===== src/rtl/pbs_pkg.sv =====
// ---- pbs_pkg: shared types, constants and LFSR step for the battle datapath ----
`default_nettype none

package pbs_pkg;

  typedef enum logic [1:0] {
    IDLE      = 2'd0,
    ROLL      = 2'd1,
    APPLY     = 2'd2,
    GAME_OVER = 2'd3
  } state_e;

  localparam logic       P1          = 1'b0;
  localparam logic       P2          = 1'b1;
  localparam logic [3:0] ACCU_ALWAYS = 4'd10;
  localparam logic [3:0] ROLL_MAX    = 4'd9;

  // Fibonacci x^4+x^3+1
  function automatic logic [3:0] lfsr_next(input logic [3:0] l);
    return {l[2:0], l[3] ^ l[2]};
  endfunction

endpackage

`default_nettype wire


===== src/rtl/lfsr4.sv =====
// ---- lfsr4: free-running 4-bit LFSR, loads SEED on reset ----
`default_nettype none

module lfsr4
  import pbs_pkg::*;
#(
  parameter logic [3:0] SEED = 4'b1001
) (
  input  logic       clk,
  input  logic       rst_n,
  output logic [3:0] q
);

  logic [3:0] q_d;
  logic [3:0] q_q;

  always_comb begin
    q_d = lfsr_next(q_q);
  end

  always_ff @(posedge clk or negedge rst_n) begin
    if (!rst_n) begin
      q_q <= SEED;
    end else begin
      q_q <= q_d;
    end
  end

  assign q = q_q;

endmodule

`default_nettype wire


===== src/rtl/attack_resolver.sv =====
// ---- attack_resolver: one battle turn (roll vs accuracy, saturating damage), HP and KO tracking ----
`default_nettype none

module attack_resolver
  import pbs_pkg::*;
#(
  parameter int         HP_W      = 6,
  parameter int         HP_INIT   = 40,
  parameter logic [3:0] LFSR_SEED = 4'b1001
) (
  input  logic            clk,
  input  logic            rst_n,
  input  logic            start,
  input  logic            attacker,
  input  logic [3:0]      dmg,
  input  logic [3:0]      accu,
  input  logic            new_game,
  output logic            busy,
  output logic            done,
  output logic            hit,
  output logic [HP_W-1:0] hp_p1,
  output logic [HP_W-1:0] hp_p2,
  output logic            game_over,
  output logic            winner
);

  localparam logic [HP_W-1:0] HP_RELOAD = HP_W'(HP_INIT);

  state_e          state_q, state_d;
  logic            busy_q, busy_d;
  logic            done_q, done_d;
  logic            hit_q, hit_d;
  logic [HP_W-1:0] hp_p1_q, hp_p1_d;
  logic [HP_W-1:0] hp_p2_q, hp_p2_d;
  logic            game_over_q, game_over_d;
  logic            winner_q, winner_d;
  logic            atk_q, atk_d;
  logic [3:0]      dmg_q, dmg_d;
  logic [3:0]      accu_q, accu_d;
  logic            ng_pend_q, ng_pend_d;

  logic [3:0]      lfsr;
  logic [3:0]      roll;
  logic            roll_ok;
  logic            hit_nxt;
  logic [HP_W-1:0] def_hp;
  logic [HP_W-1:0] dmg_ext;
  logic [HP_W-1:0] hp_after;
  logic            reload;

  lfsr4 #(.SEED(LFSR_SEED)) u_lfsr (
    .clk   (clk),
    .rst_n (rst_n),
    .q     (lfsr)
  );

  // LFSR never holds 0, so roll spans 0..14; values above ROLL_MAX are re-rolled
  assign roll     = lfsr - 4'd1;
  assign roll_ok  = (roll <= ROLL_MAX);
  assign hit_nxt  = (accu_q >= ACCU_ALWAYS) || (roll < accu_q);
  assign def_hp   = (atk_q == P2) ? hp_p1_q : hp_p2_q;
  assign dmg_ext  = HP_W'(dmg_q);
  assign hp_after = (def_hp > dmg_ext) ? (def_hp - dmg_ext) : '0;

  always_comb begin
    state_d     = state_q;
    busy_d      = busy_q;
    done_d      = 1'b0;
    hit_d       = hit_q;
    hp_p1_d     = hp_p1_q;
    hp_p2_d     = hp_p2_q;
    game_over_d = game_over_q;
    winner_d    = winner_q;
    atk_d       = atk_q;
    dmg_d       = dmg_q;
    accu_d      = accu_q;
    ng_pend_d   = ng_pend_q;
    reload      = 1'b0;

    case (state_q)
      IDLE: begin
        if (new_game) begin
          reload = 1'b1;
        end else if (start) begin
          atk_d     = attacker;
          dmg_d     = dmg;
          accu_d    = accu;
          busy_d    = 1'b1;
          ng_pend_d = 1'b0;
          state_d   = ROLL;
        end
      end
      ROLL: begin
        ng_pend_d = ng_pend_q | new_game;
        if (roll_ok) begin
          done_d  = 1'b1;
          hit_d   = hit_nxt;
          state_d = APPLY;
          if (hit_nxt) begin
            if (atk_q == P2) hp_p1_d = hp_after;
            else             hp_p2_d = hp_after;
          end
        end
      end
      APPLY: begin
        busy_d    = 1'b0;
        ng_pend_d = 1'b0;
        // A new_game seen mid-turn is honoured only now, after the result was shown
        if (ng_pend_q || new_game) begin
          reload = 1'b1;
        end else if (def_hp == '0) begin
          game_over_d = 1'b1;
          winner_d    = atk_q;
          state_d     = GAME_OVER;
        end else begin
          state_d = IDLE;
        end
      end
      GAME_OVER: begin
        if (new_game) reload = 1'b1;
      end
      default: state_d = IDLE;
    endcase

    if (reload) begin
      hp_p1_d     = HP_RELOAD;
      hp_p2_d     = HP_RELOAD;
      game_over_d = 1'b0;
      winner_d    = P1;
      hit_d       = 1'b0;
      state_d     = IDLE;
    end
  end

  always_ff @(posedge clk or negedge rst_n) begin
    if (!rst_n) begin
      state_q     <= IDLE;
      busy_q      <= 1'b0;
      done_q      <= 1'b0;
      hit_q       <= 1'b0;
      hp_p1_q     <= HP_RELOAD;
      hp_p2_q     <= HP_RELOAD;
      game_over_q <= 1'b0;
      winner_q    <= P1;
      atk_q       <= P1;
      dmg_q       <= 4'd0;
      accu_q      <= 4'd0;
      ng_pend_q   <= 1'b0;
    end else begin
      state_q     <= state_d;
      busy_q      <= busy_d;
      done_q      <= done_d;
      hit_q       <= hit_d;
      hp_p1_q     <= hp_p1_d;
      hp_p2_q     <= hp_p2_d;
      game_over_q <= game_over_d;
      winner_q    <= winner_d;
      atk_q       <= atk_d;
      dmg_q       <= dmg_d;
      accu_q      <= accu_d;
      ng_pend_q   <= ng_pend_d;
    end
  end

  assign busy      = busy_q;
  assign done      = done_q;
  assign hit       = hit_q;
  assign hp_p1     = hp_p1_q;
  assign hp_p2     = hp_p2_q;
  assign game_over = game_over_q;
  assign winner    = winner_q;

endmodule

`default_nettype wire


===== config.mk =====
export PLATFORM = sky130hd
export DESIGN_NAME = attack_resolver
export DESIGN_NICKNAME = d
export VERILOG_FILES = /design/src/rtl/pbs_pkg.sv /design/src/rtl/lfsr4.sv /design/src/rtl/attack_resolver.sv
export SDC_FILE = /design/constraint.sdc
export NUM_CORES = 1
export LEC_CHECK = 0
export ABC_AREA = 1
export BUFFER_PORTS_ARGS = -buffer_cell sky130_fd_sc_hd__clkbuf_2
export CELL_PAD_IN_SITES_DETAIL_PLACEMENT = 0
export CELL_PAD_IN_SITES_GLOBAL_PLACEMENT = 1
export CORE_MARGIN = 3
export CORE_UTILIZATION = 38
export CTS_CLUSTER_DIAMETER = 200
export DETAILED_ROUTE_END_ITERATION = 10
export PLACE_DENSITY = 0.77
export SYNTH_ARGS = -nofsm -noshare
export SYNTH_HDL_FRONTEND = slang
export SYNTH_SLANG_ARGS = --single-unit

===== constraint.sdc =====
create_clock -name clk -period 1.9 [get_ports clk]
set_input_delay 0.095 -clock clk [delete_from_list [all_inputs] [get_ports clk]]
set_output_delay 0.095 -clock clk [all_outputs]
set_load 0.005 [all_outputs]

==> results.py, run 1 <==
metrics = {
    "run_status": {
        "run_status": "complete, but fails checks",
        "violations": "setup timing",
    },
    "setup_path": {
        "startpoint_type": "flip-flop",
        "max_stage_delay_ns": 0.44,
        "crit_path_max_fanout": 5,
        "worstReg2RegEnd": "hp_p1[1]",
        "worstPathArrival_ns": 2.23,
        "worstPathRequired_ns": 2.13,
        "r2r_setup_slack_ns": -0.09,
        "timing.rr.start": "atk_q",
        "cp_slowest_cell": "dfrtp_2",
        "r2r_cells": 13,
        "path_class": "reg -> reg",
        "path_cells": "inv_2, nand2_2, nand2_2, inv_2, ha_4, fa_2, o21ai_2, nand2_1, nand2_2, nand2_4, nor2_4, nand2_1, nand2_1",
        "end_kind": "flip-flop",
    },
    "sta": {
        "finalSetupViolCount": 12,
        "worst_slack_ns": -0.09151,
        "tightest_slew_ns": 0.8410,
        "finClkSkew_ns": 0.004885,
        "slew_headroom_pct": 43.94,
        "report.final.slew_viol_count": 0,
        "min_period_ns": 1.992,
        "rsz0062_at_grt": "yes",
        "hold_viol_final": 0,
        "fmax_mhz": 502.1,
        "finalCritPeriodShare_pct": 104.8,
    },
    "synthesis": {
        "synth_edf_count": 0,
        "ys_seq_area_share_pct": 39.83,
        "synth_common_cells": "nand2_1, inv_1, dfrtp_1",
        "synth_compound_area_share_pct": 7.536,
        "synth_xor_area_share_pct": 1.256,
        "ys_async_sr_fraction_pct": 100.0,
        "avgSynthCellArea_um2": 8.140,
        "ys_ff_latch": 33,
        "synth.most_common_cell": "nand2_1",
        "synth_area_leader_cell": "dfrtp_1",
        "synthSimpleGateAreaFrac_pct": 33.61,
        "synth.area.top_cells": "dfrtp_1, nand2_1, ha_1",
        "synth_area_um2": 2092,
        "synth_nets": 284,
        "synthMuxAreaShare_pct": 0,
        "synth_warnings": 0,
        "synthAdderAreaFrac_pct": 8.732,
        "synth_top_family_by_area": "simple AND/OR/NAND/NOR gates",
        "synthCells": 257,
        "ys.flop_type": "dfrtp_1",
        "synth_cell_types": 34,
        "synth_top_area_share_pct": 32.30,
    },
    "final_layout": {
        "fin_nets": 348,
        "drive_above_1_share_pct": 41.61,
        "diodes": 0,
        "final_area_um2": 2801,
        "syn_to_final_growth_pct": 33.91,
        "fin_util_pct": 53.82,
        "fin_cells": 392,
    },
    "grt": {
        "antenna_found_initial": 0,
        "grt-ovfl-total": 0,
        "grt_pass1_vias": 1801,
        "grt.total_usage_pct": 16.90,
        "grt_pass1_wl_um": 8383,
        "grt_max_degree": 34,
    },
    "power": {
        "vdd_drop_max_mv": 0.7707,
        "powerDensity_nw_per_um2": 1575,
        "total_power_uw": 4413,
        "power.leakage_uw": 0.001513,
    },
    "flow_run": {
        "maxCapViolCount": 0,
    },
    "place": {
        "io_buffers": 29,
        "post-dp-hpwl_um": 3548,
        "gp_congestion": 0.8233,
        "dp_slack_ns": -0.1969,
        "place_area_um2": 2456,
        "dp.cells": 375,
    },
    "clock_tree": {
        "tritoncts": "built",
        "clock_path_buffers": 2,
        "cts_buffers": 5,
        "cts_root_buffer": "clkbuf_8",
        "worstSkewPairLatency_ns": 0.29,
        "cts_max_level": 2,
        "clkTransAtPathRegs_ns": 0.07,
        "cts_sinks": 33,
    },
    "floorplan": {
        "die_h_um": 80.20,
        "pin_count": 30,
        "num_rows": 26,
        "start_util_pct": 40.19,
        "die_x_um": 80.20,
        "core_region_area_um2": 5205,
        "dieArea_um2": 6431,
    },
    "detailed_routing": {
        "first_iter_violations": 63,
        "detail_route.wl_per_cell_um": 12.79,
        "via_count": 1765,
        "first_pass_iters": 4,
        "drc": 0,
        "wl_um": 5013,
        "drtAntennaViolNets": 0,
        "vias_per_cell": 4.503,
    },
    "min_path": {
        "hold_path_startpoint": "dmg[2]",
        "hold_path.class": "in -> reg",
        "whs_path_depth": 3,
        "whs_endpoint": "dmg_q[2]",
    },
}
-- cells by family after synthesis --
family | after synthesis
fa+ha+maj | 14
simple gates | 140
buf+inv | 39
compound gates | 28
xor+xnor | 3
flops | 33
-- worst max-delay path, delay by kind of cell (launching register included) --
| kind | cells | cell delay, ns |
|---|---|---|
| AO/OA/AOI/OAI | 1 | 0.17 |
| AND/OR/NAND/NOR | 8 | 0.64 |
| buffers and inverters | 2 | 0.15 |
| flip-flops | 1 | 0.44 |
| adder cells (fa/ha/maj) | 2 | 0.50 |
-- metal layers --
| layer | global-route usage, % | vias up | share of wire, % |
|---|---|---|---|
| li1 | - | 917 | - |
| met1 | 22.10 | 805 | 48 |
| met2 | 27.40 | 35 | 46 |
| met3 | 3.924 | 8 | 4.1 |
| met4 | 5.574 | 0 | 1.2 |
| met5 | 0 | - | 0 |
-- report_power, final --
part	total (uW)	leakage, uW	switching (uW)	internal [uW]
combinational	2820	0.00106	1610	1210
clock	532	0.0000439	280	253
sequential	1060	0.000413	138	918
-- through the flow --
stage | hold WS, ns | setup TNS, ns
5_1_grt | 0.009450 | -2.278
4_1_cts | 0.002571 | -0.7528
2_1_floorplan | -0.2006 | 0
3_3_place_gp | 0.2474 | -2.251
6_report | 0.006805 | -0.8274
3_5_place_dp | 0.2506 | -1.929
-- worst max path at each step --
stage | from | end | slack (ns) | cells past startpoint
global placement | atk_q | hp_p1[2] | -0.22 | 12
detailed placement | atk_q | hp_p1[0] | -0.20 | 12
global route | atk_q | hp_p1[1] | -0.23 | 13
floorplan | atk_q | hp_p1[1] | 0.02 | 13
CTS | atk_q | hp_p1[1] | -0.1 | 13
finish | atk_q | hp_p1[1] | -0.09 | 13
-- cells in the final DEF, fill, tap and decap left out, types with 4 or more instances in the layout --
master,n
ha_1,7
nor2_1,4
buf_4,28
dfstp_2,6
nand2_4,8
inv_1,28
clkbuf_2,29
nand2_1,84
inv_2,6
nor2_4,6
clkbuf_8,5
a21oi_1,5
o21ai_0,13
ha_4,6
nand2_2,16
nand3_1,8
dfrtp_1,26
-- what timing repair did --
item / in CTS / in global routing
pin swaps: 24 / 15
resized for setup: 29 / 11
setup buffers: 7 / 2
hold buffers: 3 / 0
endpoints found under the hold margin: 29 / 0
setup endpoints to repair: 12 / 17
-- area by class of cell --
type / count / area [um2]
clock buffer: 5 / 68.82
clock inverter: 3 / 17.52
fill: 495 / 2404
inverter: 35 / 145.1
multi-input combinational: 185 / 1251
sequential: 33 / 834.6
tap: 70 / 87.58
timing repair buffer: 61 / 396.6
-- registers in the layout, summed over array words and instances (netlist names) --
signal,cells
dmg_q,4
hp_p2,6
accu_q,4
game_over,1
hp_p1,6
ng_pend_q,1
atk_q,1
done,1
busy,1
state_q,2
winner,1
hit,1
u_lfsr.q,4
Note: power is estimated with default switching activity, not from simulation.
==> run 2: changes to the inputs <==
--- a/config.mk
+++ b/config.mk
@@ -14,6 +14,7 @@
 export CTS_CLUSTER_DIAMETER = 200
 export DETAILED_ROUTE_END_ITERATION = 10
 export PLACE_DENSITY = 0.77
+export SETUP_SLACK_MARGIN = 0.4
 export SYNTH_ARGS = -nofsm -noshare
 export SYNTH_HDL_FRONTEND = slang
 export SYNTH_SLANG_ARGS = --single-unit
==> run 2 against run 1 <==
Net effect:
- sequential power about the same
- largest power group unchanged
- the flow still finishes with violations (setup timing)
- maximum frequency hardly changed
- routed wire length is 3.5% lower
- via count about the same
==> results.py, run 2 (synthesized netlist as in run 1, its figures left out) <==
metrics = {
    "run_status": {
        "run_status": "complete, but fails checks",
        "violations": "setup timing",
    },
    "clock_tree": {
        "clkTransAtPathRegs_ns": 0.07,
        "tritoncts": "built",
        "cts_buffers": 5,
        "cts_max_level": 2,
        "worstSkewPairLatency_ns": 0.29,
        "clock_path_buffers": 2,
        "cts_root_buffer": "clkbuf_8",
        "cts_sinks": 33,
    },
    "floorplan": {
        "dieArea_um2": 6431,
        "die_x_um": 80.20,
        "core_region_area_um2": 5205,
        "num_rows": 26,
        "pin_count": 30,
        "start_util_pct": 40.19,
        "die_h_um": 80.20,
    },
    "sta": {
        "finClkSkew_ns": 0.003187,
        "slew_headroom_pct": 44.09,
        "worst_slack_ns": -0.09125,
        "report.final.slew_viol_count": 0,
        "rsz0062_at_grt": "yes",
        "finalSetupViolCount": 12,
        "min_period_ns": 1.991,
        "tightest_slew_ns": 0.8386,
        "finalCritPeriodShare_pct": 104.8,
        "hold_viol_final": 0,
        "fmax_mhz": 502.2,
    },
    "grt": {
        "grt_pass1_wl_um": 8245,
        "antenna_found_initial": 0,
        "grt.total_usage_pct": 16.60,
        "grt-ovfl-total": 0,
        "grt_pass1_vias": 1782,
        "grt_max_degree": 34,
    },
    "setup_path": {
        "worstPathArrival_ns": 2.22,
        "crit_cells": 13,
        "startpoint_type": "flip-flop",
        "critPathTopFamily": "simple AND/OR/NAND/NOR gates",
        "worstReg2RegEnd": "hp_p2[2]",
        "r2r_cells": 13,
        "end_kind": "flip-flop",
        "path_cells": "buf_6, nand2_2, nand2_2, inv_2, ha_4, fa_2, o21ai_2, nand2_1, nand2_2, nand2_4, nor2_4, nand2_1, nand2_1",
        "max_stage_delay_ns": 0.45,
        "path_class": "reg -> reg",
        "crit_path_max_fanout": 6,
        "timing.rr.start": "atk_q",
        "cp_slowest_cell": "dfrtp_2",
        "cp-endpoint": "hp_p2[2]",
        "worstPathRequired_ns": 2.13,
        "r2r_setup_slack_ns": -0.09,
        "startpoint": "atk_q",
        "path_buf_inv": 2,
    },
    "detailed_routing": {
        "first_iter_violations": 62,
        "drc": 0,
        "first_pass_iters": 5,
        "drtAntennaViolNets": 0,
        "via_count": 1766,
        "wl_um": 4836,
        "detail_route.wl_per_cell_um": 12.50,
        "vias_per_cell": 4.563,
    },
    "place": {
        "gp_congestion": 0.8324,
        "post-dp-hpwl_um": 3511,
        "place_area_um2": 2437,
        "io_buffers": 29,
    },
    "power": {
        "switching_share_pct": 46.15,
        "p_int_uw": 2379,
        "power.leakage_uw": 0.001522,
        "p_clk_share_pct": 12.5,
        "powerDensity_nw_per_um2": 1549,
        "power_frac_comb_pct": 62.9,
        "p_seq_share_pct": 24.5,
        "p_sw_uw": 2039,
        "vdd_drop_max_mv": 0.9992,
    },
    "final_layout": {
        "fin_util_pct": 54.81,
        "n_fill_cell": 490,
        "diodes": 0,
        "fin_nets": 343,
        "drive_above_1_share_pct": 47.95,
        "mostFrequentLayoutCells": "nand2_1, clkbuf_2, nand2_2, dfrtp_1, inv_1",
        "syn_to_final_growth_pct": 36.36,
        "final_common_cell": "nand2_1",
        "final_area_um2": 2853,
    },
    "min_path": {
        "hold_path.class": "in -> reg",
        "hold_path_startpoint": "accu[0]",
    },
    "flow_run": {
        "maxCapViolCount": 0,
    },
}
-- run 2: changes by cell type in the layout (fill, tap and decap cells not counted), moves of 3 or more --
| cell | previous run | this run |
|---|---|---|
| o21ai_2 | 3 | 6 |
| nand2_4 | 8 | 13 |
| buf_4 | 28 | 20 |
| nand2_1 | 84 | 70 |
| buf_6 | 1 | 6 |
| nand2_2 | 16 | 25 |
| inv_1 | 28 | 24 |
-- run 2: power by group through the flow --
stage / sequential [uW] / combinational [uW] / clock (uW)
6_report: 1080 / 2780 / 553
5_1_grt: 1110 / 3120 / 607
4_1_cts: 1080 / 2540 / 573
3_5_place_dp: 1090 / 2260 / 0
3_3_place_gp: 1090 / 2260 / 0
2_1_floorplan: 1040 / 1690 / 0
-- run 2: metal layers --
layer,up-vias,GRT usage (%),wire length (um)
met5,-,0,0
met4,0,4.730,40
met3,7,3.812,239
met2,42,25.00,2154
met1,800,23.69,2401
li1,917,-,-
-- run 2: area by class of cell --
type	instances	area (um2)	area share (%)
Multi-Input combinational cell	185	1316	46.14
Sequential cell	33	835.8	29.30
Timing Repair Buffer	56	372.9	13.07
Inverter	35	150.1	5.263
Clock buffer	8	90.09	3.158
Tap cell	70	87.58	3.070
-- run 2: what timing repair did --
item / in CTS / in global routing
gates resized for setup: 23 / 46
pin swaps: 15 / 23
hold buffers: 1 / 0
endpoints found under the hold margin: 27 / 0
endpoints found under the setup margin: 19 / 24
buffers inserted: 3 / 7
gates cloned: 0 / 0
-- run 2: worst min-delay path by stage --
| stage | endpoint | depth (start not counted) |
|---|---|---|
| 2_1_floorplan | accu_q[0] | 0 |
| 3_3_place_gp | game_over | 1 |
| 3_5_place_dp | game_over | 1 |
| 4_1_cts | dmg_q[2] | 3 |
| 5_1_grt | accu_q[0] | 3 |
| 6_report | accu_q[0] | 3 |
-- run 2: tightest hold or removal path, stage by stage --
cell and delay (ns):
clkbuf_2 0.08, nand2_1 0.04, nand2_1 0.05
-- run 2: per-stage QoR --
stage	hold WS, ns	cells	setup WS (ns)	power, uW	setup TNS (ns)
6_report	0.007585	387	-0.09125	4418	-0.9645
5_1_grt	0.01433	387	-0.2279	4833	-2.540
4_1_cts	0.004290	380	-0.1101	4196	-0.9308
3_5_place_dp	0.2589	368	-0.1785	3347	-1.915
3_3_place_gp	0.2549	368	-0.1949	3348	-2.136
2_1_floorplan	-0.2006	257	0.06008	2737	0
==> run 3: changes to the inputs <==
--- a/config.mk
+++ b/config.mk
@@ -13,7 +13,7 @@
 export CORE_UTILIZATION = 38
 export CTS_CLUSTER_DIAMETER = 200
 export DETAILED_ROUTE_END_ITERATION = 10
-export PLACE_DENSITY = 0.77
+export PLACE_DENSITY = 0.85
 export SETUP_SLACK_MARGIN = 0.4
 export SYNTH_ARGS = -nofsm -noshare
 export SYNTH_HDL_FRONTEND = slang
==> run 3 against run 2 <==
Net effect:
- the flow still finishes with violations (setup timing)
- final cell count up 0.52%
- count of clock-buffer cells in the layout unchanged
- clock power decreased by 0.9%
- die area unchanged
- cell area is essentially flat
- total power rose by 3.8%
- register-to-register slack hardly changed
- maximum frequency rose by 0.31%
- routed wire length increased by 3.5%
- critical path type unchanged
- sequential share of layout area is 0.057 points lower
- largest power group unchanged
- critical path depth unchanged
- via count up 2.5%
==> results.py, run 3 (synthesized netlist as in run 1, its figures left out) <==
metrics = {
    "final_layout": {
        "mostFrequentLayoutCells": "nand2_1, clkbuf_2, dfrtp_1",
        "fin_nets": 345,
        "syn_to_final_growth_pct": 36.42,
        "diodes": 0,
        "fin_util_pct": 54.83,
        "n_fill_cell": 506,
        "multi_input_area_um2": 1318,
        "drive_above_1_share_pct": 47.02,
        "seq_area_um2": 834.6,
        "final_common_cell": "nand2_1",
    },
    "clock_tree": {
        "worstSkewPairLatency_ns": 0.29,
        "cts_buffers": 5,
        "clock_path_buffers": 2,
        "cts_sinks": 33,
        "cts_root_buffer": "clkbuf_8",
        "clkTransAtPathRegs_ns": 0.07,
        "tritoncts": "built",
        "cts_max_level": 2,
    },
    "setup_path": {
        "timing.rr.start": "atk_q",
        "path_cells": "inv_2, nand2_2, nand2_2, inv_2, ha_4, fa_2, o21ai_2, nand2_1, nand2_2, nand2_4, nor2_4, nand2_1, nand2_1",
        "worstPathArrival_ns": 2.22,
        "r2r_cells": 13,
        "worstPathRequired_ns": 2.13,
        "end_kind": "flip-flop",
        "startpoint_type": "flip-flop",
        "path_class": "reg -> reg",
        "worstReg2RegEnd": "hp_p1[4]",
        "crit_path_max_fanout": 5,
        "max_stage_delay_ns": 0.45,
        "r2r_setup_slack_ns": -0.09,
        "cp_slowest_cell": "dfrtp_2",
    },
    "sta": {
        "finalCritPeriodShare_pct": 104.5,
        "fmax_mhz": 503.8,
        "report.final.slew_viol_count": 0,
        "slew_headroom_pct": 43.69,
        "finClkSkew_ns": 0.004520,
        "worst_slack_ns": -0.08501,
        "hold_viol_final": 0,
        "min_period_ns": 1.985,
        "tightest_slew_ns": 0.8446,
        "finalSetupViolCount": 12,
        "rsz0062_at_grt": "yes",
    },
    "run_status": {
        "violations": "setup timing",
        "run_status": "complete, but fails checks",
    },
    "detailed_routing": {
        "wl_um": 5005,
        "via_count": 1810,
        "vias_per_cell": 4.653,
        "drtAntennaViolNets": 0,
        "first_pass_iters": 4,
        "first_iter_violations": 72,
        "detail_route.wl_per_cell_um": 12.87,
        "drc": 0,
    },
    "floorplan": {
        "die_h_um": 80.20,
        "die_x_um": 80.20,
        "pin_count": 30,
        "dieArea_um2": 6431,
        "core_region_area_um2": 5205,
        "start_util_pct": 40.19,
        "num_rows": 26,
    },
    "place": {
        "post-dp-hpwl_um": 3561,
        "io_buffers": 29,
        "gp_congestion": 0.8376,
        "dp_slack_ns": -0.2673,
    },
    "min_path": {
        "hold_path_startpoint": "dmg[3]",
        "whs_path_depth": 3,
        "hold_path.class": "in -> reg",
        "whs_endpoint": "dmg_q[3]",
    },
    "power": {
        "power.leakage_uw": 0.001499,
        "powerDensity_nw_per_um2": 1607,
        "vdd_drop_max_mv": 0.8485,
    },
    "grt": {
        "grt_pass1_vias": 1845,
        "grt.total_usage_pct": 17.43,
        "antenna_found_initial": 0,
        "grt_max_degree": 34,
        "grt_pass1_wl_um": 8652,
        "grt-ovfl-total": 0,
    },
    "flow_run": {
        "maxCapViolCount": 0,
    },
}
## run 3: cell types whose count changed in the layout (fill, tap and decap cells not counted), moves of 3 or more
cell,change
buf_4,+5
inv_2,+6
ha_1,-4
a21oi_2,+3
buf_6,-3
ha_4,+3
nand2_4,-4
nand2_1,+14
a21oi_1,-3
inv_1,-5
nand2_2,-10
## run 3: per-layer routing
layer	vias to the layer above	wire, um	global-route usage [%]
met2	32	2534	29.72
met1	846	2223	22.28
met5	-	0	0
met4	0	86	5.574
li1	925	-	-
met3	7	161	3.027
## run 3: repair_timing
item,in CTS,in global routing
hold buffers,1,0
endpoints found under the hold margin,27,0
pin swaps,17,13
buffers inserted,9,4
setup endpoints to repair,27,24
gates resized for setup,33,24
## run 3: worst max-delay path by stage
| stage | start | to | slack, ns | depth (start not counted) |
|---|---|---|---|---|
| 2_1_floorplan | u_lfsr.q[0] | hp_p1[0] | 0.06 | 12 |
| 3_3_place_gp | atk_q | hp_p1[2] | -0.26 | 13 |
| 3_5_place_dp | atk_q | hp_p1[2] | -0.27 | 13 |
| 4_1_cts | atk_q | hp_p1[2] | -0.09 | 13 |
| 5_1_grt | atk_q | hp_p1[1] | -0.26 | 12 |
| 6_report | atk_q | hp_p1[4] | -0.09 | 13 |
## run 3: cell type report
type / instances / area share (%)
multi-input cells: 185 / 46.16
inverters: 35 / 5.173
clock buffers: 8 / 3.157
repair buffers: 58 / 13.20
flip-flops and latches: 33 / 29.24
well taps: 70 / 3.069
## run 3: critical path, delay by kind of cell, from the launching register on
family,cells,cell delay (ns)
AOI/OAI and AO/OA,1,0.14
and+or+nand+nor,8,0.69
buffers and inverters,2,0.14
adders and majority gates,2,0.51
DFF,1,0.45
## run 3: report_power, final
part	switching [uW]	internal, uW	leakage, uW	total [uW]
sequential	150	919	0.000413	1070
clock	253	295	0.0000455	548
combinational	1670	1300	0.00104	2970
## run 3: through the flow
stage / power [uW] / setup TNS [ns] / hold WS, ns / area [um2] / std cells
final: 4586 / -0.7214 / 0.008463 / 2854 / 389
after global routing: 5009 / -2.682 / 0.007383 / 2854 / 389
after CTS: 4436 / -0.6367 / 0.004935 / 2758 / 385
after detailed placement: 3334 / -2.827 / 0.2495 / 2430 / 367
after global placement: 3286 / -2.720 / 0.2396 / 2430 / 367
after floorplan: 2737 / 0 / -0.2006 / 2128 / 257
